[config.mk]
export PLATFORM = sky130hd
export DESIGN_NAME = serial_subtractor
export DESIGN_NICKNAME = d
export VERILOG_FILES = /design/src/rtl/serial_subtractor.sv
export SDC_FILE = /design/constraint.sdc
export NUM_CORES = 1
export LEC_CHECK = 0
export CORE_UTILIZATION = 40
export DETAILED_ROUTE_END_ITERATION = 8
export REMOVE_ABC_BUFFERS = 1
export SLEW_MARGIN = 0
export SYNTH_ARGS = -nofsm -noshare
export SYNTH_HDL_FRONTEND = slang
export SYNTH_SLANG_ARGS = --single-unit
[constraint.sdc]
create_clock -name clk -period 1.8 [get_ports clk]
set_clock_uncertainty 0.15 [all_clocks]
set_input_delay 0.27 -clock clk [delete_from_list [all_inputs] [get_ports clk]]
set_output_delay 0.27 -clock clk [all_outputs]
set_load 0.1 [all_outputs]
[src/rtl/serial_subtractor.sv]
// Bit-serial LSB-first unsigned subtractor: one full-subtractor cell plus a borrow flop,
// producing one difference bit per clock behind valid/ready handshakes on both sides.
module serial_subtractor #(
    parameter int WIDTH = 8
) (
    input  logic             clk,
    input  logic             rst_n,
    input  logic             in_valid,
    output logic             in_ready,
    input  logic [WIDTH-1:0] a,
    input  logic [WIDTH-1:0] b,
    output logic             out_valid,
    input  logic             out_ready,
    output logic [WIDTH-1:0] diff,
    output logic             borrow_out,
    output logic             zero,
    output logic             busy
);

    localparam int CW = $clog2(WIDTH);

    typedef enum logic [1:0] {
        IDLE,
        RUN,
        HOLD
    } state_t;

    state_t           state;
    state_t           state_next;
    logic [WIDTH-1:0] a_sr;
    logic [WIDTH-1:0] b_sr;
    logic [WIDTH-1:0] acc;
    logic [WIDTH-1:0] acc_next;
    logic [CW-1:0]    cnt;
    logic             brw;
    logic             brw_next;
    logic             d;
    logic             last_bit;

    // Full-subtractor cell on the current LSBs; acc collects bits privately so the
    // visible result only changes when an operation completes.
    assign d        = a_sr[0] ^ b_sr[0] ^ brw;
    assign brw_next = (~a_sr[0] & b_sr[0]) | (~(a_sr[0] ^ b_sr[0]) & brw);
    assign acc_next = {d, acc[WIDTH-1:1]};
    assign last_bit = (cnt == CW'(WIDTH - 1));

    assign in_ready  = (state == IDLE);
    assign busy      = (state == RUN);
    assign out_valid = (state == HOLD);

    always_ff @(posedge clk or negedge rst_n) begin
        if (!rst_n) begin
            state <= IDLE;
        end else begin
            state <= state_next;
        end
    end

    always_comb begin
        state_next = state;
        case (state)
            IDLE: if (in_valid)  state_next = RUN;
            RUN:  if (last_bit)  state_next = HOLD;
            HOLD: if (out_ready) state_next = IDLE;
            default:             state_next = IDLE;
        endcase
    end

    always_ff @(posedge clk or negedge rst_n) begin
        if (!rst_n) begin
            a_sr       <= '0;
            b_sr       <= '0;
            acc        <= '0;
            cnt        <= '0;
            brw        <= 1'b0;
            diff       <= '0;
            borrow_out <= 1'b0;
            zero       <= 1'b0;
        end else begin
            case (state)
                IDLE: begin
                    if (in_valid) begin
                        a_sr <= a;
                        b_sr <= b;
                        acc  <= '0;
                        cnt  <= '0;
                        brw  <= 1'b0;
                    end
                end
                RUN: begin
                    a_sr <= a_sr >> 1;
                    b_sr <= b_sr >> 1;
                    acc  <= acc_next;
                    brw  <= brw_next;
                    cnt  <= cnt + CW'(1);
                    if (last_bit) begin
                        diff       <= acc_next;
                        borrow_out <= brw_next;
                        zero       <= (acc_next == '0);
                    end
                end
                default: ;
            endcase
        end
    end

endmodule

## Word level (Yosys, flattened, before mapping)

Cells that the tools add are included.

| word-level totals | value |
|---|---|
| memories kept | 0 |
| output and inout bits | 13 |
| bits in latches | 0 |
| bits of input ports | 20 |
| memory bits (writable) | 0 |
| ROM bits | 0 |
| bits in registers | 40 |
| word-level logic and storage cells | 43 |

| operators by class | value |
|---|---|
| equality and inequality tests | 6 |
| $add $sub $neg | 1 |
| shift operators | 0 |
| reduce and logical (&&, ||, !) cells | 6 |
| div/mod/pow operators | 0 |
| $mul | 0 |
| bitwise operators | 7 |
| $lt $le $gt $ge | 0 |
| muxes and demuxes | 14 |

Operators by type and width:

| operator | number |
|---|---|
| one-hot mux 8 bit (2 select lines) | 3 |
| 2-to-1 mux 8 bit | 3 |
| logical NOT 8 bit | 1 |
| 2-to-1 mux 2 bit | 3 |
| one-hot mux 2 bit (3 select lines) | 1 |
| one-hot mux 3 bit (2 select lines) | 1 |
| inequality test 2 x 1 -> 1 bit (second input constant) | 2 |
| AND reduction 2 bit | 2 |
| adder 3 x 1 -> 3 bit (second input constant) | 1 |
| == test 3 bit (second input constant) | 1 |
| 2-to-1 mux 3 bit | 1 |
| AND reduction 3 bit | 1 |
| AND 1 bit | 2 |
| == test 2 x 1 -> 1 bit (second input constant) | 1 |
| == test 2 bit (second input constant) | 1 |
| logical NOT 2 bit | 1 |
| inequality test 2 bit (second input constant) | 1 |
| inverter 1 bit | 2 |
| one-hot mux 1 bit (2 select lines) | 1 |
| nonzero test 2 bit | 1 |
| bitwise XOR 1 bit | 2 |
| 2-to-1 mux 1 bit | 1 |
| bitwise OR 1 bit | 1 |

## Logic depth before layout (Yosys ltp)

| logic depth | value |
|---|---|
| depth in word-level cells | 5 |
| depth in mapped cells | 6 |
| gate-level depth less buffers | 5 |

## Least setup slack after synthesis

No wires, ideal clock.

| timing path | value |
|---|---|
| path kind | reg2out |
| start | reg state[0] |
| end | out in_ready |
| stages on the path, launching flop included | 4 |
| arrival time | 2.016 ns |
| setup slack | -0.636 ns |
| data required time | 1.380 ns |
| path buffers | 2 |
| cells stage by stage | dfrtp_1 > clkbuf_1 > buf_2 > nor2_1 |

| between the ends | value |
|---|---|
| cells in the longest elaborated chain, start to end | 1 |

RTL lines:

| item | line | RTL |
|---|---|---|
| start, declared | 28 | `state_t state;` |
| start signal, assigned | 55 | `state <= state_next;` |
| logical NOT 2 bit | 47 | `assign in_ready = (state == IDLE);` |
| end, declared | 9 | `output logic in_ready,` |

No other way between the ends.

## Worst setup path in the final report

Ends and elaborated chain as after synthesis.

==> results_dict.tcl <==
set metrics [dict create \
    status "completed" \
    dieWidth_um 68.3 \
    synth_adder_area_share_pct 2.56 \
    slowest_stage "dfrtp_1" \
    syn2layout_area_growth_pct 38.8 \
    dpl.hpwl_um 2530 \
    cts_buffers 5 \
    viasPerCell 5.45 \
    grt_pass1_wl_um 5770 \
    synthCells 155 \
    htreeDepth 2 \
    place_ws_ns 0.0274 \
    holdWs_ns 0.287 \
    antennaDiodeCount 0 \
    final_cell_mix "dfrtp_1, clkdlybuf4s50_1, a21oi_1" \
    finalCritPeriodShare_pct 95.5 \
    antenna_found_initial 0 \
    synth_seq_area_share_pct 55.5 \
    final_common_cell "dfrtp_1" \
    arrival_ns 1.30 \
    remaining_drc_errors 0 \
    peakVddDrop_mv 1.10 \
    clkTransAtPathRegs_ns 0.08 \
    rrSetupSlack_ns 0.11 \
    rsz0062_at_grt "no" \
    synth_top_family_by_area "compound AO/OA/AOI/OAI gates" \
    num_rows 23 \
    avgSynthCellArea_um2 11.3 \
    max-slew-margin-rel_pct 72.5 \
    core_um2 4120 \
    r2r_cells 5 \
    setup_viol 0 \
    fmaxAchievable_ghz 0.582 \
    cp.required_ns 1.38 \
    worst_pin_slew_ns 0.412 \
    start_util_pct 42.7 \
    hold_viol_final 0 \
    fin_crit_ns 1.72 \
    cp-end-kind "output pin" \
    worstHoldPathType "input pin to async pin" \
    cap_viol_max_count 0 \
    grt_max_degree 24 \
    cts_tree "yes" \
    reg2reg_from "cnt[0]$_DFFE_PN0P_" \
    place.gp.congestion 0.777 \
    port_buffers 32 \
    post-route-util_pct 59.3 \
    fin_tns_setup_ns 0 \
    path_cells "buf_4, nor2_2, buf_12" \
    drive_above_1_share_pct 21.0 \
    mappedNetlistArea_um2 1760 \
    grt_pass1_vias 1231 \
    slew_violations 0 \
    grtUsageTotal_pct 17.4 \
    crit_type "flop to output pin" \
    layout.cells.non_filler 245 \
    path_max_fanout 19 \
    ios 33 \
    synth_cell_types 25 \
    place_inst 236 \
    first_iter_violations 56 \
    fin_nets 217 \
    yosys.area_share.simple_pct 9.75 \
    setup_ws_ns 0.0812 \
    dpl_cell_area_um2 2290 \
    insertion_delay_ns 0.29 \
    final_area_um2 2440 \
    synth_compound_area_share_pct 21.5 \
    power_density_nw_per_um2 1950 \
    yosysWarnings 0 \
    power.leakage_nw 1.09 \
    cts_sinks 39 \
    cts_root_buffer "clkbuf_8" \
    wirelength_um 3640 \
    wire_per_inst_um 14.9 \
    clock_path_buffers 2 \
    critPathMaxStageDelay_ns 0.42 \
    r2r_end "diff[4]$_DFFE_PN0P_" \
    power_mw 4.75 \
    ys_ff_latch 39 \
    vias 1336 \
    muxShareOfSynthArea_pct 6.19 \
    critPathLaunchType "flop" \
    synth_xor_area_share_pct 0 \
    first_pass_iters 4 \
    dieArea_um2 4660 \
    die_h_um 68.3 \
    grt_remaining_overflow 0 \
    ant_nets 0 \
]
-- flip-flops by register name, summed over array words and instances, names as in the netlist --
signal / count
zero: 1
diff: 8
cnt: 3
acc: 7
state: 2
b_sr: 8
a_sr: 8
borrow_out: 1
brw: 1
-- logic make-up after synthesis --
| kind of cell | Yosys count |
|---|---|
| flops | 39 |
| fa+ha+maj | 3 |
| mux | 8 |
| simple gates | 30 |
| buf+inv | 14 |
| compound gates | 61 |
-- metal layers --
layer	part of all wire, %	global-route usage (%)	vias up
met2	47	25.7	31
li1	-	-	637
met4	1.7	9.38	0
met3	4.3	4.00	4
met5	0	0	-
met1	47	23.5	664
-- cells in the mapped netlist --
cell type,instances,area (um^2)
nor4_1,2,12.5
and3b_1,1,8.76
inv_1,4,15.0
a22oi_1,13,97.6
nand2b_1,2,12.5
mux2_4,5,75.1
clkbuf_1,2,7.51
nor2b_1,14,87.6
o21ai_0,11,55.1
buf_6,1,11.3
a2bb2oi_1,1,8.76
and2b_2,1,8.76
nand3b_1,1,7.51
nand2_1,8,30.0
ha_1,2,25.0
mux2_2,3,33.8
a21oi_1,16,80.1
buf_4,4,30.0
buf_2,3,15.0
o21ai_1,10,50.1
fa_1,1,20.0
dfrtp_1,39,976
nor2_1,1,3.75
o21bai_1,1,7.51
a22o_1,9,78.8
-- how the worst max path moves through the flow --
stage	from	to	slack (ns)
floorplan	state[0]$_DFFE_PN0P_	in_ready	-0.48
global placement	in_valid	b_sr[5]$_DFFE_PN0P_	0.1
detailed placement	in_valid	b_sr[5]$_DFFE_PN0P_	0.03
CTS	state[0]$_DFFE_PN0P_	in_ready	0.006
global route	state[0]$_DFFE_PN0P_	in_ready	0.04
finish	state[0]$_DFFE_PN0P_	in_ready	0.08
-- worst max-delay path: cells and delay by family, from the launching register on --
family	cells	cell delay (ns)
buffers and inverters	2	0.41
flip-flops	1	0.42
AND/OR/NAND/NOR	1	0.18
-- timing repair --
action                                  4_1_cts  5_1_grt
endpoints found under the setup margin        1        1
endpoints found under the hold margin        16        0
cloned                                        0        0
setup buffers                                 0        0
resized for setup                             1        1
hold buffers                                  1        0
-- report_power, final --
group / switching [mW] / internal [mW] / total, mW
combinational: 1.38 / 0.998 / 2.38
clock: 0.302 / 0.554 / 0.856
sequential: 0.297 / 1.22 / 1.51
-- area by class of cell --
class,instances,area (um^2)
clock buffer,6,72.6
clock inverter,2,60.1
fill,339,1680
inverter,4,15.0
multi-input combinational,102,706
sequential,39,976
tap,50,62.6
timing repair buffer,42,548
Power figures use the tool's default switching activity.
